## src/rtl/wb_stage_pkg.sv

```systemverilog
// Shared definitions for the writeback stage: data bus width, register index
// width and the result-select encoding.
package wb_stage_pkg;

  localparam int DATA_BUS_SIZE = 64;
  typedef logic [DATA_BUS_SIZE-1:0] DATA_BUS;

  localparam int REG_IDX_W = 5;

  localparam logic WB_SEL_ALU = 1'b0;
  localparam logic WB_SEL_CSR = 1'b1;

endpackage

```

## src/rtl/wb_fifo.sv

```systemverilog
// Generic in-order FIFO with push/pop, occupancy count and an exposed entry
// array so the parent can search pending entries.
module wb_fifo #(
  parameter int W     = 8,
  parameter int DEPTH = 2,
  localparam int PTR_W = $clog2(DEPTH),
  localparam int CNT_W = PTR_W + 1
) (
  input  logic             clk,
  input  logic             rst_n,
  input  logic             push,
  input  logic             pop,
  input  logic [W-1:0]     wdata,
  output logic [CNT_W-1:0] count,
  output logic [PTR_W-1:0] rd_ptr,
  output logic [W-1:0]     entries [DEPTH]
);

  logic [W-1:0]     mem_q [DEPTH];
  logic [W-1:0]     mem_d [DEPTH];
  logic [PTR_W-1:0] wr_ptr_q, wr_ptr_d;
  logic [PTR_W-1:0] rd_ptr_q, rd_ptr_d;
  logic [CNT_W-1:0] count_q, count_d;

  always_comb begin
    mem_d    = mem_q;
    wr_ptr_d = wr_ptr_q;
    rd_ptr_d = rd_ptr_q;
    count_d  = count_q;
    if (push) begin
      mem_d[wr_ptr_q] = wdata;
      wr_ptr_d        = wr_ptr_q + 1'b1;
    end
    if (pop) begin
      rd_ptr_d = rd_ptr_q + 1'b1;
    end
    if (push && !pop) begin
      count_d = count_q + 1'b1;
    end else if (pop && !push) begin
      count_d = count_q - 1'b1;
    end
  end

  // Storage is cleared on reset so a stale entry can never drive the write port.
  always_ff @(posedge clk or negedge rst_n) begin
    if (!rst_n) begin
      for (int i = 0; i < DEPTH; i++) begin
        mem_q[i] <= '0;
      end
      wr_ptr_q <= '0;
      rd_ptr_q <= '0;
      count_q  <= '0;
    end else begin
      mem_q    <= mem_d;
      wr_ptr_q <= wr_ptr_d;
      rd_ptr_q <= rd_ptr_d;
      count_q  <= count_d;
    end
  end

  assign count   = count_q;
  assign rd_ptr  = rd_ptr_q;
  assign entries = mem_q;

endmodule

```

## src/rtl/wb_stage.sv

```systemverilog
// Writeback stage: result select, x0 masking, in-order buffering, register-file
// write port and forwarding lookup. WB_DIFFTEST_EN adds the pc/inst commit sideband.
module wb_stage
  import wb_stage_pkg::*;
#(
  parameter int DATA_W = DATA_BUS_SIZE,
  parameter int DEPTH  = 2,
  parameter int IDX_W  = REG_IDX_W
) (
  input  logic              clk,
  input  logic              rst,
  input  logic              ex_valid,
  output logic              ex_ready,
  input  logic [IDX_W-1:0]  ex_rd_idx,
  input  logic              ex_rd_wen,
  input  logic              ex_res_sel,
  input  logic [DATA_W-1:0] ex_alu_res,
  input  logic [DATA_W-1:0] ex_csr_read,
  input  logic              wb_stall,
  output logic              rf_wen,
  output logic [IDX_W-1:0]  rf_waddr,
  output logic [DATA_W-1:0] rf_wdata,
  output logic              retire,
`ifdef WB_DIFFTEST_EN
  input  logic [63:0]       ex_pc,
  input  logic [31:0]       ex_inst,
  output logic [63:0]       commit_pc,
  output logic [31:0]       commit_inst,
  output logic [63:0]       commit_cnt,
`endif
  input  logic [IDX_W-1:0]  fwd_rs1_idx,
  input  logic [IDX_W-1:0]  fwd_rs2_idx,
  output logic              fwd_rs1_hit,
  output logic              fwd_rs2_hit,
  output logic [DATA_W-1:0] fwd_rs1_data,
  output logic [DATA_W-1:0] fwd_rs2_data
);

  localparam int PTR_W    = $clog2(DEPTH);
  localparam int CNT_W    = PTR_W + 1;
  localparam int ENT_CORE = IDX_W + 1 + DATA_W;
`ifdef WB_DIFFTEST_EN
  localparam int ENT_W    = ENT_CORE + 96;
`else
  localparam int ENT_W    = ENT_CORE;
`endif

  // Entry layout, LSB first: data, wen, rd_idx, [inst, pc].
  logic [ENT_W-1:0]  push_ent;
  logic [ENT_W-1:0]  entries [DEPTH];
  logic [ENT_W-1:0]  head;
  logic [CNT_W-1:0]  count;
  logic [PTR_W-1:0]  rd_ptr;
  logic [DATA_W-1:0] sel_data;
  logic              ent_wen;
  logic              push;
  logic              pop;

  assign sel_data = (ex_res_sel == WB_SEL_CSR) ? ex_csr_read : ex_alu_res;
  assign ent_wen  = ex_rd_wen && (ex_rd_idx != '0);
`ifdef WB_DIFFTEST_EN
  assign push_ent = {ex_pc, ex_inst, ex_rd_idx, ent_wen, sel_data};
`else
  assign push_ent = {ex_rd_idx, ent_wen, sel_data};
`endif

  assign ex_ready = rst && (count != CNT_W'(DEPTH));
  assign push     = ex_valid && ex_ready;
  assign pop      = (count != '0) && !wb_stall;

  wb_fifo #(
    .W     (ENT_W),
    .DEPTH (DEPTH)
  ) u_fifo (
    .clk     (clk),
    .rst_n   (rst),
    .push    (push),
    .pop     (pop),
    .wdata   (push_ent),
    .count   (count),
    .rd_ptr  (rd_ptr),
    .entries (entries)
  );

  assign head     = entries[rd_ptr];
  assign rf_wen   = pop && head[DATA_W];
  assign rf_waddr = head[DATA_W+1 +: IDX_W];
  assign rf_wdata = head[DATA_W-1:0];
  assign retire   = pop;

  // Walk from oldest to youngest so the youngest matching entry overrides.
  always_comb begin
    logic [PTR_W-1:0] slot;
    logic [ENT_W-1:0] ent;
    fwd_rs1_hit  = 1'b0;
    fwd_rs2_hit  = 1'b0;
    fwd_rs1_data = '0;
    fwd_rs2_data = '0;
    for (int i = 0; i < DEPTH; i++) begin
      slot = rd_ptr + PTR_W'(i);
      ent  = entries[slot];
      if ((CNT_W'(i) < count) && ent[DATA_W]) begin
        if ((fwd_rs1_idx != '0) && (ent[DATA_W+1 +: IDX_W] == fwd_rs1_idx)) begin
          fwd_rs1_hit  = 1'b1;
          fwd_rs1_data = ent[DATA_W-1:0];
        end
        if ((fwd_rs2_idx != '0) && (ent[DATA_W+1 +: IDX_W] == fwd_rs2_idx)) begin
          fwd_rs2_hit  = 1'b1;
          fwd_rs2_data = ent[DATA_W-1:0];
        end
      end
    end
  end

`ifdef WB_DIFFTEST_EN
  logic [63:0] commit_cnt_q, commit_cnt_d;

  always_comb begin
    commit_cnt_d = commit_cnt_q;
    if (pop) begin
      commit_cnt_d = commit_cnt_q + 64'd1;
    end
  end

  always_ff @(posedge clk or negedge rst) begin
    if (!rst) begin
      commit_cnt_q <= '0;
    end else begin
      commit_cnt_q <= commit_cnt_d;
    end
  end

  assign commit_pc   = head[ENT_CORE+32 +: 64];
  assign commit_inst = head[ENT_CORE +: 32];
  assign commit_cnt  = commit_cnt_q;
`endif

endmodule

```

## config.mk

```make
export PLATFORM = sky130hd
export DESIGN_NAME = wb_stage
export DESIGN_NICKNAME = d
export VERILOG_FILES = /design/src/rtl/wb_stage_pkg.sv /design/src/rtl/wb_fifo.sv /design/src/rtl/wb_stage.sv
export SDC_FILE = /design/constraint.sdc
export NUM_CORES = 1
export LEC_CHECK = 0
export BUFFER_PORTS_ARGS = -buffer_cell sky130_fd_sc_hd__buf_2
export CAP_MARGIN = 25
export CORE_MARGIN = 2
export CORE_UTILIZATION = 49
export DETAILED_ROUTE_END_ITERATION = 7
export PLACE_DENSITY = 0.91
export RECOVER_POWER = 50
export SKIP_LAST_GASP = 1
export SLEW_MARGIN = 20
export SYNTH_ARGS = -nofsm -noshare
export SYNTH_HDL_FRONTEND = slang
export SYNTH_SLANG_ARGS = --single-unit
```

## constraint.sdc

```tcl
create_clock -name clk -period 2.7 [get_ports clk]
set_input_delay 0.27 -clock clk [delete_from_list [all_inputs] [get_ports clk]]
set_output_delay 0.27 -clock clk [all_outputs]
set_load 0.03 [all_outputs]
```

==> results of run 1 <==
[kinds of logic after synthesis]
group	count (synthesis)	share of synthesized area [%]
muxes	155	19.8
AOI/OAI and AO/OA	260	20.9
adders and majority gates	4	0.586
and+or+nand+nor	161	8.05
xor gates and xnor gates	24	2.46
DFF	144	42.2
buffers and inverters	82	6.00
[cell usage in the layout (no fill, tap or decap), drive strengths merged, types with 2 or more instances in the layout]
master  count
a21oi      64
buf       397
o21ai      67
inv        12
nor3        3
mux2       77
or4         3
bufinv      6
a22o      128
ha          4
xnor2      20
nor2       71
nor2b       2
mux2i      79
nor4        4
xor2        4
nand2      70
dfrtp     144
clkinv      3
clkbuf     41
[final cells by class]
cell class	count	area share [%]
multi-input cells	605	35.9
clock inverters	12	1.78
well taps	225	2.19
repair buffers	420	28.3
inverters	9	0.263
clock buffers	19	3.44
diodes	1	0.0195
flip-flops and latches	144	28.0
[routing by layer]
| layer | global-route usage (%) | up-vias | part of all wire, % |
|---|---|---|---|
| met5 | 0 | - | 0 |
| met4 | 15.2 | 0 | 6.1 |
| met3 | 7.31 | 156 | 8.7 |
| met2 | 50.6 | 656 | 49 |
| met1 | 35.5 | 4138 | 36 |
| li1 | - | 3776 | - |
[per-stage QoR]
step | area [µm²] | hold slack, ps | util (%) | setup WS [ps] | std cells
CTS | 12000 | 106 | 69.7 | -488 | 1410
global route | 12900 | 112 | 74.9 | -805 | 1435
global placement | 10500 | 161 | 60.8 | -37.5 | 1358
detailed placement | 10500 | 164 | 60.8 | -141 | 1358
finish | 12900 | 112 | 74.9 | -706 | 1435
floorplan | 8540 | -25.6 | - | 90.9 | 830
[power by group]
group          internal, µW  switching (µW)  total [µW]
Clock                  1760             910        2670
Sequential             3210            1320        4520
Combinational          3150            4700        7850
Total                  8120            6930       15000
[cells in the mapped netlist, drive strengths merged, types with 2 or more instances]
library cell and instances:
inv 9, nor2b 2, ha 4, mux2 76
mux2i 79, xor2 4, nor2 71, dfrtp 144
nor4 4, a22o 128, o21ai 67, or4 3
clkbuf 39, xnor2 20, a21oi 64, buf 34
nand2 70, nor3 3
[state kept, by name, summed over array words and instances, names as in the netlist]
name / count
u_fifo.rd_ptr: 1
u_fifo.count: 2
u_fifo.wr_ptr_q: 1
u_fifo.entries: 140
[final timing paths]
path	from	endpoint	slack, ps	depth (start not counted)
min in group asynchronous	rst	u_fifo.entries[60]$_DFFE_PN0P_	280	2
min	ex_rd_idx[3]	u_fifo.entries[68]$_DFFE_PN0P_	110	2
max reg2reg	u_fifo.count[0]$_DFFE_PN0P_	u_fifo.entries[20]$_DFFE_PN0P_	190	7
max	u_fifo.rd_ptr$_DFFE_PN0P_	fwd_rs1_data[14]	-710	12
min reg2reg	u_fifo.count[0]$_DFFE_PN0P_	u_fifo.count[0]$_DFFE_PN0P_	510	1
max in group asynchronous	rst	u_fifo.rd_ptr$_DFFE_PN0P_	590	3
[timing repair]
item                                    4_1_cts  5_1_grt
gates resized for setup                     136      214
pin swaps                                    18       61
cloned                                        8       17
endpoints found under the hold margin        30        0
endpoints found under the setup margin      128      128
hold buffers                                  1        0
buffers inserted                             12        9
==> impl_metrics.py, run 1 <==
metrics = {
    "floorplanning": {
        "die-area_um2": 18500,
        "dieHeight_um": 136,
        "std_cell_rows": 48,
        "die_x_um": 136,
        "start_util_pct": 49.7,
        "coreArea_um2": 17200,
        "num_io_pins": 351,
    },
    "logic_synthesis": {
        "ys_seq_area_share_pct": 42.2,
        "syn-num-nets": 983,
        "syn_avg_cell_area_um2": 10.3,
        "synthTopCellsByArea": "dfrtp_1 42%, a22o_1 13%, mux2_2 9.8%, mux2i_1 8.8%, o21ai_0 3.9%",
        "synth_seq_cells": 144,
        "yosys_warnings": 0,
        "synth_top_cell_area_share_pct": 42.2,
        "yosys.area.top_type": "dfrtp_1",
        "async_reset_ff_share_pct": 100,
        "synth_edf_count": 0,
        "synth.distinct_cells": 35,
        "mappedNetlistArea_um2": 8540,
        "synthFlopType": "dfrtp_1",
        "netlist_instances": 830,
    },
    "cts": {
        "clk_latency_ps": 420,
        "cts_buffers": 17,
        "clkSlewWorstSetupHoldPaths_ps": 60,
        "cts.path.max_buffers": 2,
        "cts-htree-levels": 4,
        "cts_tree": "yes",
        "clock_sinks": 144,
        "cts_root_buf": "clkbuf_16",
    },
    "grt": {
        "antenna_found_initial": 1,
        "track_usage_pct": 29.9,
        "grt_pass1_vias": 7911,
        "grt_overflow_total": 0,
        "grt_first_pass_wirelength_mm": 42.5,
        "grt_max_degree": 75,
    },
    "sta": {
        "tightest_slew_ps": 1440,
        "skew_ps": 17.5,
        "maxSlewHeadroom_pct": 3.81,
        "hold_violations": 0,
        "setup_ws_ps": -706,
        "period_share_pct": 126,
        "setup_viol": 163,
        "slew_viol_final": 0,
        "final.min_clock_period_ps": 3410,
        "rsz0062_at_grt": "yes",
        "tns_ps": -82070,
        "max_freq_ghz": 0.294,
    },
    "place": {
        "hpwlAfterDp_mm": 17.8,
        "globalplace.congestion": 0.853,
        "port_buffers": 350,
    },
    "detailed_routing": {
        "ant_nets": 0,
        "drtPass1Iterations": 5,
        "via_per_inst": 6.08,
        "drc": 0,
        "drt-initial-drc-count": 657,
        "dr_total_vias": 8726,
        "wl_per_cell_um": 23.5,
        "drt-total-wl_mm": 33.7,
    },
    "critical_path": {
        "path_common_cell": "buf_6",
        "cpPeakStageDelay_ps": 500,
        "path_cells": "buf_6, buf_4, mux2i_4, buf_6, xnor2_1, nor4_2, nand2_2, mux2_4, buf_12, buf_4, a22o_1, buf_6",
        "crit_family": "buffers and inverters",
        "crit_type": "flop to output port",
        "cp.arrival_ps": 3140,
        "slowest_stage": "dfrtp_4",
        "cp.required_ps": 2430,
        "end_kind": "output port",
        "worst-path-max-fanout": 8,
        "cp_num_buf_inv": 6,
        "worstSetupStartpointType": "flop",
    },
    "finish": {
        "seq_area_um2": 3610,
        "fillerInstances": 1050,
        "syn_to_final_growth_pct": 50.7,
        "fin_nets": 1350,
        "drive_above_1_share_pct": 45.8,
        "multi_input_area_um2": 4620,
    },
    "pwr": {
        "total_power_uw": 15000,
        "leakage_uw": 0.00613,
        "power.density_nw_per_um2": 1170,
        "ir_worst_vdd_uv": 960,
    },
    "job": {
        "drv_cap": 0,
    },
    "run_status": {
        "status": "finished with violations",
        "violations": "setup timing",
    },
    "worst_hold_path": {
        "hold_path_class": "input pin to flop",
    },
}
Power figures use the tool's default switching activity.
==> run 2: changes to the inputs <==
--- a/config.mk
+++ b/config.mk
@@ -8,12 +8,13 @@
 export BUFFER_PORTS_ARGS = -buffer_cell sky130_fd_sc_hd__buf_2
 export CAP_MARGIN = 25
 export CORE_MARGIN = 2
-export CORE_UTILIZATION = 49
+export CORE_UTILIZATION = 52
 export DETAILED_ROUTE_END_ITERATION = 7
-export PLACE_DENSITY = 0.91
+export PLACE_DENSITY = 0.92
 export RECOVER_POWER = 50
 export SKIP_LAST_GASP = 1
 export SLEW_MARGIN = 20
 export SYNTH_ARGS = -nofsm -noshare
 export SYNTH_HDL_FRONTEND = slang
+export SYNTH_HIERARCHICAL = 1
 export SYNTH_SLANG_ARGS = --single-unit
==> run 2 against run 1 <==
  * The run ends with capacitance limit, slew limit, setup timing left
  * Worst setup slack better by 110 ps
  * Sequential share of layout area shrank 3.2 points
  * Area after synthesis is 25% higher
  * Register-to-register slack improved by 110 ps
  * Flip-flop and latch count stayed put
==> impl_metrics.py, run 2 <==
metrics = {
    "floorplanning": {
        "dieHeight_um": 147,
        "start_util_pct": 52.8,
        "num_io_pins": 351,
        "die_x_um": 147,
        "coreArea_um2": 20200,
        "die-area_um2": 21600,
        "std_cell_rows": 52,
    },
    "detailed_routing": {
        "drt-initial-drc-count": 625,
        "dr_total_vias": 9340,
        "drtPass1Iterations": 5,
        "wl_per_cell_um": 23.5,
        "drc": 0,
        "ant_nets": 0,
        "via_per_inst": 6.11,
        "drt-total-wl_mm": 35.9,
    },
    "finish": {
        "final_cell_mix": "225 x buf_2, 200 x mux2_2, 158 x mux2i_1",
        "drive_above_1_share_pct": 61.8,
        "postLayoutCoreUtil_pct": 72.1,
        "fin_area_um2": 14500,
        "largest_reg_flops": 140,
        "diodes": 0,
        "fillerInstances": 1272,
        "fin_nets": 1396,
        "final_common_cell": "buf_2",
        "syn_to_final_growth_pct": 36.7,
    },
    "critical_path": {
        "timing.rr.end": "u_fifo/entries[6]$_DFFE_PN0P_",
        "timing.critical_path.from": "u_fifo/rd_ptr$_DFFE_PN0P_",
        "crit_family": "simple AND/OR/NAND/NOR gates",
        "cp.required_ps": 2430,
        "cpPeakStageDelay_ps": 610,
        "rrSetupSlack_ps": 300,
        "end_kind": "output port",
        "cp_num_cells": 9,
        "path_cells": "mux2i_4, buf_6, xor2_1, nand4_1, or4_4, buf_12, buf_16, mux2i_1, buf_4",
        "cp_num_buf_inv": 4,
        "cp-endpoint": "fwd_rs2_data[20]",
        "worstSetupStartpointType": "flop",
        "cp.arrival_ps": 3030,
        "crit_type": "flop to output port",
        "worst-path-max-fanout": 7,
        "worstRegToRegCells": 6,
        "slowest_stage": "or4_4",
        "reg2reg_from": "u_fifo/count[0]$_DFFE_PN0P_",
    },
    "grt": {
        "antenna_found_initial": 0,
        "grt_pass1_vias": 9341,
        "grt_overflow_total": 0,
        "grt_max_degree": 71,
        "track_usage_pct": 30.3,
        "grt_first_pass_wirelength_mm": 51.7,
    },
    "pwr": {
        "power_frac_comb_pct": 62.5,
        "swShare_pct": 46.5,
        "leakage_uw": 0.00734,
        "power.density_nw_per_um2": 1290,
        "ir_worst_vdd_uv": 982,
        "clockPowerShare_pct": 14.6,
        "p_switching_uw": 8710,
        "intPower_uw": 10000,
        "power_frac_seq_pct": 22.9,
    },
    "logic_synthesis": {
        "synth_seq_cells": 144,
        "netlist_instances": 890,
        "mappedNetlistArea_um2": 10600,
        "synth_top_cell_area_share_pct": 33.9,
        "synth_edf_count": 0,
        "synthTopCellsByArea": "dfrtp_1 34%, mux2_2 21%, mux2i_1 19%, mux2_4 9.9%, nand3_1 5.0%",
        "synthFlopType": "dfrtp_1",
        "yosys_warnings": 6,
        "synth.distinct_cells": 28,
        "netlist_top_cells_count": "201 x mux2i_1, 200 x mux2_2, 144 x dfrtp_1",
        "yosys.area.top_type": "dfrtp_1",
        "syn-num-nets": 1040,
        "ys_seq_area_share_pct": 33.9,
        "syn_avg_cell_area_um2": 12.0,
        "yosysMostFrequentCell": "mux2i_1",
        "async_reset_ff_share_pct": 100,
    },
    "place": {
        "port_buffers": 350,
        "globalplace.congestion": 0.897,
        "post_dp_cell_area_um2": 12800,
        "hpwlAfterDp_mm": 22.2,
        "place_ws_ps": -158,
    },
    "cts": {
        "clkSlewWorstSetupHoldPaths_ps": 60,
        "cts.path.max_buffers": 2,
        "cts_buffers": 17,
        "clock_sinks": 144,
        "cts_root_buf": "clkbuf_16",
        "cts_tree": "yes",
        "cts-htree-levels": 4,
        "clk_latency_ps": 420,
    },
    "sta": {
        "setup_viol": 130,
        "max_freq_ghz": 0.303,
        "tns_ps": -52410,
        "maxSlewHeadroom_pct": -19.2,
        "tightest_slew_ps": 1790,
        "final.min_clock_period_ps": 3300,
        "rsz0062_at_grt": "yes",
        "slew_viol_final": 71,
        "hold_violations": 0,
        "setup_ws_ps": -597,
        "skew_ps": 12.7,
        "period_share_pct": 122,
    },
    "run_status": {
        "status": "finished with violations",
        "violations": "capacitance limit, slew limit, setup timing",
    },
    "job": {
        "drv_cap": 1,
    },
    "worst_hold_path": {
        "hold_path_class": "input pin to flop",
    },
}
[run 2: cell count changes in the layout (fill, tap and decap cells not counted), sizes merged, moves of 64 or more]
cell   change
a21oi     -64
a22o     -128
mux2     +193
mux2i    +123
nand2     -64
nand3    +106
o21ai     -66
[run 2: cells by family after synthesis]
logic type                 after synthesis  share of synthesized area [%]
DFF                                    144                           33.9
and+or+nand+nor                        155                           7.65
muxes                                  472                           50.1
AOI/OAI and AO/OA                        3                          0.188
adders and majority gates                1                          0.118
xor gates and xnor gates                25                           2.06
buffers and inverters                   90                           6.05
[run 2: layer usage]
layer,wire length (µm),share of wire (%),track usage (%),vias to the layer above
met4,1300,3.6,12.5,0
met3,2990,8.3,5.84,133
met1,13700,38,38.3,4586
met5,0,0,0,-
met2,17900,50,51.1,629
li1,-,-,-,3992
[run 2: power groups by stage]
| stage | sequential (µW) | clock (µW) | combinational (µW) |
|---|---|---|---|
| after floorplan | 3870 | 0 | 7650 |
| after CTS | 4180 | 2750 | 11000 |
| after detailed placement | 4150 | 0 | 10400 |
| final | 4280 | 2730 | 11700 |
| after global placement | 4050 | 0 | 10200 |
| after global routing | 4420 | 2860 | 12100 |
[run 2: layout make-up]
type	instances	area (µm²)	area share, %
sequential	144	3610	24.8
timing repair buffer	420	3110	21.4
clock inverter	12	229	1.57
multi-input combinational	656	6800	46.7
clock buffer	19	443	3.05
tap	270	338	2.32
inverter	7	26.3	0.181
[run 2: repair_timing]
action,in CTS,in global routing
hold buffers,1,0
resized for setup,154,56
gates cloned,4,9
setup endpoints to repair,165,193
pin swaps,6,4
endpoints found under the hold margin,16,0
setup buffers,7,3
[run 2: per-stage QoR]
step,total power (µW),instances,hold slack [ps]
after global placement,14300,1474,114
after detailed placement,14600,1474,118
final,18700,1528,110
after floorplan,11500,890,-25.6
after CTS,18000,1517,97.4
after global routing,19400,1528,97.7
[run 2: how the worst min path moves through the flow]
stage	endpoint	slack (ps)	startpoint	depth (start not counted)
after floorplan	u_fifo/count[0]$_DFFE_PN0P_	-30	rst	0
after global placement	u_fifo/entries[96]$_DFFE_PN0P_	110	rst	1
after detailed placement	u_fifo/entries[26]$_DFFE_PN0P_	120	rst	1
after CTS	u_fifo/entries[136]$_DFFE_PN0P_	100	ex_rd_idx[1]	2
after global routing	u_fifo/entries[136]$_DFFE_PN0P_	100	ex_rd_idx[1]	2
final	u_fifo/entries[136]$_DFFE_PN0P_	110	ex_rd_idx[1]	2
